===== config.mk =====
export PLATFORM = sky130hd
export DESIGN_NAME = uart_tx_frame
export DESIGN_NICKNAME = d
export VERILOG_FILES = /design/src/rtl/uart_pkg.sv /design/src/rtl/uart_baud_cnt.sv /design/src/rtl/uart_tx_frame.sv
export SDC_FILE = /design/constraint.sdc
export NUM_CORES = 1
export LEC_CHECK = 0
export ABC_AREA = 1
export ABC_CLOCK_PERIOD_IN_PS = 5400
export CORE_MARGIN = 3
export CORE_UTILIZATION = 30
export DETAILED_ROUTE_END_ITERATION = 10
export PLACE_DENSITY_LB_ADDON = 0.08
export SYNTH_ARGS = -nofsm -noshare
export SYNTH_HDL_FRONTEND = slang
export SYNTH_HIERARCHICAL = 1
export SYNTH_SLANG_ARGS = --single-unit

===== constraint.sdc =====
create_clock -name clk -period 5.4 [get_ports clk]
set_clock_uncertainty 0.1 [all_clocks]
set_input_delay 0.54 -clock clk [delete_from_list [all_inputs] [get_ports clk]]
set_output_delay 0.54 -clock clk [all_outputs]
set_load 0.05 [all_outputs]

===== src/rtl/uart_pkg.sv =====
// Shared UART definitions used by the transmit framer and the receive-side error checker.
// Holds the parity encodings, the framer state encoding and the frame width.
package uart_pkg;

    localparam logic [1:0] PARITY_ODD  = 2'b01;
    localparam logic [1:0] PARITY_EVEN = 2'b10;
    localparam int         DATA_BITS   = 8;

    typedef enum logic [2:0] {
        ST_IDLE   = 3'd0,
        ST_START  = 3'd1,
        ST_DATA   = 3'd2,
        ST_PARITY = 3'd3,
        ST_STOP   = 3'd4
    } tx_state_e;

    // 2'b00 and 2'b11 both mean "no parity bit in the frame".
    function automatic logic parity_enabled(input logic [1:0] parity_type);
        return (parity_type == PARITY_ODD) || (parity_type == PARITY_EVEN);
    endfunction

    function automatic logic parity_bit(input logic [DATA_BITS-1:0] data,
                                        input logic [1:0]           parity_type);
        return (parity_type == PARITY_ODD) ? ~^data : ^data;
    endfunction

endpackage


===== src/rtl/uart_baud_cnt.sv =====
// Bit-time down-counter: reloads CLKS_PER_BIT-1 on clear or after reaching zero,
// and flags bit_end during the last clk cycle of every serial bit.
module uart_baud_cnt #(
    parameter int CLKS_PER_BIT = 434
) (
    input  logic clk,
    input  logic reset,
    input  logic clear,
    output logic bit_end
);

    localparam int                CNT_W = (CLKS_PER_BIT > 2) ? $clog2(CLKS_PER_BIT) : 1;
    localparam logic [CNT_W-1:0]  LAST  = CNT_W'(CLKS_PER_BIT - 1);
    localparam logic [CNT_W-1:0]  ONE   = CNT_W'(1);

    logic [CNT_W-1:0] cnt;

    always_ff @(posedge clk) begin
        if (reset) begin
            cnt <= '0;
        end else if (clear || (cnt == '0)) begin
            cnt <= LAST;
        end else begin
            cnt <= cnt - ONE;
        end
    end

    // While held in clear the counter is parked, so no bit boundary is reported.
    assign bit_end = (cnt == '0) && !clear;

endmodule


===== src/rtl/uart_tx_frame.sv =====
// UART transmit framer: start, 8 data bits LSB-first, optional parity, stop bit(s).
// Define UART_TX_TWO_STOP_EN to add the stop2 input selecting a two-bit-time stop.
module uart_tx_frame
    import uart_pkg::*;
#(
    parameter int CLKS_PER_BIT = 434
) (
    input  logic       clk,
    input  logic       reset,
    input  logic       tx_start,
    input  logic [7:0] tx_data,
    input  logic [1:0] parity_type,
`ifdef UART_TX_TWO_STOP_EN
    input  logic       stop2,
`endif
    output logic       tx,
    output logic       tx_busy,
    output logic       tx_done,
    output logic [2:0] state
);

    // Handshake: tx_start is a request that is accepted on the first edge where the
    // framer is idle; tx_busy is the "not ready" indication and stays high from that
    // edge until the edge that raises tx_done. Requests while busy are dropped.

    tx_state_e              state_q, state_n;
    logic [2:0]             bit_idx_q, bit_idx_n;
    logic [2:0]             bit_nxt;
    logic [DATA_BITS-1:0]   data_q;
    logic                   par_q;
    logic                   par_en_q;
    logic                   tx_n, busy_n, done_n;
    logic                   accept;
    logic                   baud_clear;
    logic                   bit_end;
`ifdef UART_TX_TWO_STOP_EN
    logic                   stop2_q;
    logic                   second_stop_q, second_stop_n;
`endif

    assign baud_clear = (state_q == ST_IDLE);
    assign state      = state_q;

    uart_baud_cnt #(
        .CLKS_PER_BIT (CLKS_PER_BIT)
    ) u_baud_cnt (
        .clk     (clk),
        .reset   (reset),
        .clear   (baud_clear),
        .bit_end (bit_end)
    );

    always_comb begin
        state_n   = state_q;
        bit_idx_n = bit_idx_q;
        bit_nxt   = bit_idx_q + 3'd1;
        tx_n      = tx;
        busy_n    = tx_busy;
        done_n    = 1'b0;
        accept    = 1'b0;
`ifdef UART_TX_TWO_STOP_EN
        second_stop_n = second_stop_q;
`endif
        case (state_q)
            ST_IDLE: begin
                tx_n   = 1'b1;
                busy_n = 1'b0;
                if (tx_start) begin
                    accept    = 1'b1;
                    state_n   = ST_START;
                    bit_idx_n = 3'd0;
                    tx_n      = 1'b0;
                    busy_n    = 1'b1;
`ifdef UART_TX_TWO_STOP_EN
                    second_stop_n = 1'b0;
`endif
                end
            end
            ST_START: begin
                if (bit_end) begin
                    state_n   = ST_DATA;
                    bit_idx_n = 3'd0;
                    tx_n      = data_q[0];
                end
            end
            ST_DATA: begin
                if (bit_end) begin
                    if (bit_idx_q == 3'(DATA_BITS - 1)) begin
                        state_n = par_en_q ? ST_PARITY : ST_STOP;
                        tx_n    = par_en_q ? par_q : 1'b1;
                    end else begin
                        bit_idx_n = bit_nxt;
                        tx_n      = data_q[bit_nxt];
                    end
                end
            end
            ST_PARITY: begin
                if (bit_end) begin
                    state_n = ST_STOP;
                    tx_n    = 1'b1;
                end
            end
            ST_STOP: begin
                if (bit_end) begin
`ifdef UART_TX_TWO_STOP_EN
                    if (stop2_q && !second_stop_q) begin
                        second_stop_n = 1'b1;
                    end else begin
                        state_n = ST_IDLE;
                        busy_n  = 1'b0;
                        done_n  = 1'b1;
                    end
`else
                    state_n = ST_IDLE;
                    busy_n  = 1'b0;
                    done_n  = 1'b1;
`endif
                    tx_n = 1'b1;
                end
            end
            default: begin
                state_n = ST_IDLE;
                tx_n    = 1'b1;
                busy_n  = 1'b0;
            end
        endcase
    end

    always_ff @(posedge clk) begin
        if (reset) begin
            state_q   <= ST_IDLE;
            bit_idx_q <= 3'd0;
            tx        <= 1'b1;
            tx_busy   <= 1'b0;
            tx_done   <= 1'b0;
        end else begin
            state_q   <= state_n;
            bit_idx_q <= bit_idx_n;
            tx        <= tx_n;
            tx_busy   <= busy_n;
            tx_done   <= done_n;
        end
    end

    // Shadow copies of the request so the frame in flight ignores later input changes.
    always_ff @(posedge clk) begin
        if (reset) begin
            data_q   <= '0;
            par_q    <= 1'b0;
            par_en_q <= 1'b0;
        end else if (accept) begin
            data_q   <= tx_data;
            par_q    <= parity_bit(tx_data, parity_type);
            par_en_q <= parity_enabled(parity_type);
        end
    end

`ifdef UART_TX_TWO_STOP_EN
    always_ff @(posedge clk) begin
        if (reset) begin
            stop2_q       <= 1'b0;
            second_stop_q <= 1'b0;
        end else begin
            second_stop_q <= second_stop_n;
            if (accept) begin
                stop2_q <= stop2;
            end
        end
    end
`endif

endmodule


==> metrics, run 1 <==
Final period util=0.4210; Mean Syn Cell Area=6.949 um2; worst path bufs/invs=1; Final Core Density=0.3708; grt ovf=0; ANT nets after route=0; critical path's largest stage delay=roughly 860 ps; clk_lat worst skew=270 ps; global-route wire length before repair=5.837 mm; top cells by area, synth=dfxtp_1 35%, nand2_1 11%, inv_1 8.1%; Placement Cell Area=0.001863 mm2; Synth top area share=0.3462; cts hold-fix bufs=0; Final nets=270; placer congestion estimate=0.7648; Synth Warn #=6; Reg2Reg Setup Slack=3450 ps; Iter 0 DRT Violations=slightly above 60; net count after synthesis=251; clock transition at the registers of the reported paths=about 100 ps; Pleak=0.8639 nW; Top-Level Pins=19; Placeable Area=between 0.005 and 0.006 mm2; Setup CP Type=flip-flop to output pin; Routed WL per cell=10.29 um; CP startpoint=state[2]; mapped cell area=0.001619 mm2; Arr. time, crit path=1630 ps; gr usage total=0.1160; # port buffers=18; Vias=1383; top cell family by delay on the critical path=buffers and inverters; CTS Sinks=28; CTS Root Cell=clkbuf_8; DP Wirelength=about 2.7 mm; drt total wl=3.302 mm; crit path launch type=flip-flop; CTS H-tree depth=1; crit-path cells=clkdlybuf4s50_1; max-slew violation count=0; Area Overhead vs Synth=18.47%; post-synthesis sequential area ratio=0.3462; Longest Clk Path Bufs=2; Initial Util=0.3130; Via density=4.308; maxcap violations=0; die height=~80 um; total iterations of the first detailed-routing run=6; dominant cell type by area after synthesis=dfxtp_1; Slew HR=0.6640; vias in the first global route=1286; Distinct cells, synth=25; CP Max Fanout=6; Tightest Pin Transition=about 500 ps; die width=79.47 um; commonest non-fill, non-tap cell in the layout=nand2_1; Pwr per Cell Area=about 490 mW/mm2; status=finished clean; fin area=0.001918 mm2; Worst Reg-to-Reg Cells=12; Max Fclk=0.4399 GHz; final setup fails=0; hold crit path type=flip-flop to flip-flop; FF-to-FF Start=u_baud_cnt/cnt[0]; most frequent cells in the layout=49 x nand2_1, 35 x inv_1, 28 x dfxtp_1; hold_sp=data_q[2]; post-cts resize count=0; DRC viols=0; ANT cells=0; Inst Count DP=317; CTS buffer count=3; row count=26; post-layout min period=2274 ps; Worst path slowest cell=clkdlybuf4s50_1; pin count of the biggest net entering global routing=16; layout cells sized above 1=0.1315; Synth Register Bits=28; Post-CTS Setup Inserts=0; CP Capture Point=state[2]; Sum Neg Setup Slack=0 ps; instance count on the critical path=1; antenna violations before repair=0; clock tree from TritonCTS=yes; unrepaired setup endpoints after global routing=false; Worst Path Required=4760 ps; worst r2r dst=bit_idx_q[1]; Fin. Hold Viols=0; peak supply drop=140.0 uV; Cells after Synth=233; die area=~0.0063 mm2; Critical Path Sink Type=output pin; final cell count without fillers=321
==> area by class of cell <==
type                            instances  area [um2]
Timing Repair Buffer                   18       180.2
Multi-Input combinational cell        163       892.1
Inverter                               38       142.6
Tap cell                               70       87.58
Clock buffer                            4       55.05
Sequential cell                        28       560.5
Fill cell                             552        3254
==> worst min-delay path by stage <==
stage / endpoint / slack (ps) / cells after the start
6_report: data_q[2] / 360 / 2
5_1_grt: data_q[2] / 400 / 2
4_1_cts: data_q[4] / 360 / 2
3_5_place_dp: data_q[4] / 350 / 2
3_3_place_gp: data_q[4] / 350 / 2
2_1_floorplan: data_q[2] / 330 / 2
==> routing by layer <==
layer / routed length (um) / track usage / up-vias
met5: 0 / 0 / -
met4: 27 / 0.02062 / 0
met3: 103 / 0.03160 / 2
met2: 1575 / 0.1928 / 12
met1: 1595 / 0.1510 / 596
li1: - / - / 773
==> metrics by stage <==
stage / power (mW) / setup slack (ps) / hold WS, ps
after floorplan: 0.7112 / 3521 / 329.3
after global placement: 0.8196 / 3326 / 345.0
after detailed placement: 0.8163 / 3300 / 350.2
after CTS: 0.9528 / 3110 / 364.9
after global routing: 1.031 / 3043 / 399.8
final: 0.9373 / 3127 / 360.4
==> report_power, final <==
part	internal, mW	switching (mW)	leakage, nW
Combinational	0.172	0.310	0.604
Sequential	0.268	0.0553	0.231
Clock	0.0653	0.0668	0.0288
Total	0.506	0.432	0.864
==> cell usage after synthesis, drive strengths merged <==
master  instances
a21oi          27
buf             3
clkbuf          1
dfxtp          28
ha              5
inv            38
nand2          60
nand3          14
nor2           29
nor3            1
o211ai          2
o21ai          18
or2             1
xnor2           2
xor2            4
==> sequential cells by signal, indices dropped and copies added (netlist names) <==
name	cells
data_q	8
tx_done	1
state	3
tx	1
tx_busy	1
bit_idx_q	3
u_baud_cnt/cnt	9
par_en_q	1
par_q	1
==> kinds of logic (layout without fill, tap and decap cells) <==
| logic type | Yosys count | after routing | synth area share |
|---|---|---|---|
| AO/OA/AOI/OAI | 47 | 47 | 0.1553 |
| XOR/XNOR | 6 | 6 | 0.03246 |
| adder cells (fa/ha/maj) | 5 | 5 | 0.03864 |
| buffers and inverters | 42 | 60 | 0.1028 |
| flip-flops | 28 | 28 | 0.3462 |
| AND/OR/NAND/NOR | 105 | 105 | 0.3246 |
(Power assumes the default switching activity.)
==> inputs of run 2 (changes only) <==
Settings changed: ABC_CLOCK_PERIOD_IN_PS 5400 to 1950.
Clock period 5.4 ns to 1.95 ns, I/O delays scaled along.
==> run 2 against run 1 <==
Critical path depth stayed put. Sequential share of layout area fell by 0.62 points. Routed wire length rose by 3.8%. Combinational power rose to 2.9 times the previous value. Clock-buffer cell count is 1 lower. Clock power grew to 3.5 times the previous value. Sequential power rose to 2.7 times the previous value. Total power grew to 2.9 times the previous value. Cell count rose by 1.2%. First-iteration DRC count increased by 18%. Hold slack got worse by 2.2 ps. Global-route usage barely moved. Largest cell class unchanged.
==> metrics, run 2 (synthesis gave the netlist of run 1 again) <==
grt ovf=0; die width=79.47 um; die area=0.006315 mm2; Arr. time, crit path=1440 ps; die height=79.47 um; CTS buffer count=3; global-route wire length before repair=around 6 mm; CP Max Fanout=3; Slew HR=0.6701; Iter 0 DRT Violations=72; Vias=1422; crit-path cells=clkdlybuf4s50_1; placer congestion estimate=0.7525; most frequent cells in the layout=49 x nand2_1, 34 x inv_1, 28 x dfxtp_1; CTS Sinks=28; status=finished clean; Via density=4.375; Setup CP Type=flip-flop to output pin; hold crit path type=flip-flop to flip-flop; ANT nets after route=0; Final period util=0.8885; post-layout min period=between 1500 and 2000 ps; top cell family by delay on the critical path=buffers and inverters; worst path bufs/invs=1; DP Wirelength=2.713 mm; Pleak=0.8942 nW; Area Overhead vs Synth=21.02%; max-slew violation count=0; critical path's largest stage delay=around 800 ps; Fin. Hold Viols=0; antenna violations before repair=0; CTS H-tree depth=1; Worst Path Required=1650 ps; drt total wl=~3.4 mm; max reg flops=9; layout cells sized above 1=0.1569; clock transition at the registers of the reported paths=100 ps; Routed WL per cell=between 10 and 15 um; total iterations of the first detailed-routing run=4; pin count of the biggest net entering global routing=17; Final nets=274; Longest Clk Path Bufs=2; Max Fclk=0.5772 GHz; ANT cells=0; final cell count without fillers=325; DRC viols=0; Inst Count DP=321; peak supply drop=~380 uV; Top reg by flops=u_baud_cnt/cnt; Initial Util=0.3130; clk_lat worst skew=280 ps; Pwr per Cell Area=1388 mW/mm2; Regs by FF count=u_baud_cnt/cnt x9, data_q x8; Placeable Area=0.005172 mm2; # port buffers=18; Worst path slowest cell=clkdlybuf4s50_1; gr usage total=0.1163; Critical Path Sink Type=output pin; commonest non-fill, non-tap cell in the layout=nand2_1; Top-Level Pins=19; vias in the first global route=1295; final setup fails=0; unrepaired setup endpoints after global routing=false; clock tree from TritonCTS=yes; crit path launch type=flip-flop; maxcap violations=0; Tightest Pin Transition=493.3 ps; CTS Root Cell=clkbuf_8; Sum Neg Setup Slack=0 ps; row count=26
==> run 2: cell types whose count changed in the layout (fill, tap and decap cells not counted), sizes merged <==
cell	before	now
clkbuf	4	3
bufinv	0	1
clkdlybuf4s50	18	16
buf	0	6
==> run 2: final timing paths <==
path,from,endpoint,slack (ps),cells after the start
worst min register to register,data_q[2],data_q[2],360,2
worst max-delay path,state[1],state[1],220,1
worst max register to register,u_baud_cnt/cnt[0],bit_idx_q[1],240,13
worst min-delay path,data_q[2],data_q[2],360,2
==> run 2: timing repair <==
action,in CTS,in global routing
buffers inserted,0,0
hold buffers,0,0
gates resized for setup,0,1
setup endpoints to repair,0,1
endpoints found under the hold margin,0,0
==> run 2: worst min-delay path, stage by stage, from the launching register on <==
cell and delay [ps]:
dfxtp_1 310, inv_1 60, a21oi_1 50
==> run 2: layout make-up <==
type                    instances  area (um2)
clock buffers                   3       41.29
clock inverters                 1       30.03
fillers                       554        3213
inverters                      38       142.6
multi-input cells             163       892.1
flip-flops and latches         28       560.5
well taps                      70       87.58
repair buffers                 22       205.2
==> run 2: metal layers <==
metal  global-route usage  share of wire  routed length, um  vias up
li1                     -              -                  -      777
met5                    0              0                  0        -
met2               0.1995           0.47               1597       16
met1               0.1449           0.50               1701      627
met4              0.03093         0.0088                 30        0
met3              0.02709          0.028                 95        2
==> run 2: power breakdown <==
part	total, mW	leakage [nW]	switching (mW)	internal (mW)
sequential	0.879	0.231	0.137	0.743
combinational	1.38	0.627	0.883	0.494
clock	0.463	0.0357	0.188	0.275
==> run 2: per-stage QoR <==
stage | hold slack (ps) | total power, mW | util | setup WS [ps] | area (um2)
after floorplan | 167.4 | 1.970 | - | 71.05 | 1619
after global placement | 351.5 | 2.300 | 0.3650 | 239.4 | 1888
after detailed placement | 347.5 | 2.285 | 0.3650 | 229.1 | 1888
after CTS | 362.2 | 2.765 | 0.3788 | 178.5 | 1959
after global routing | 395.7 | 2.968 | 0.3788 | 21.68 | 1959
final | 358.2 | 2.720 | 0.3788 | 217.4 | 1959
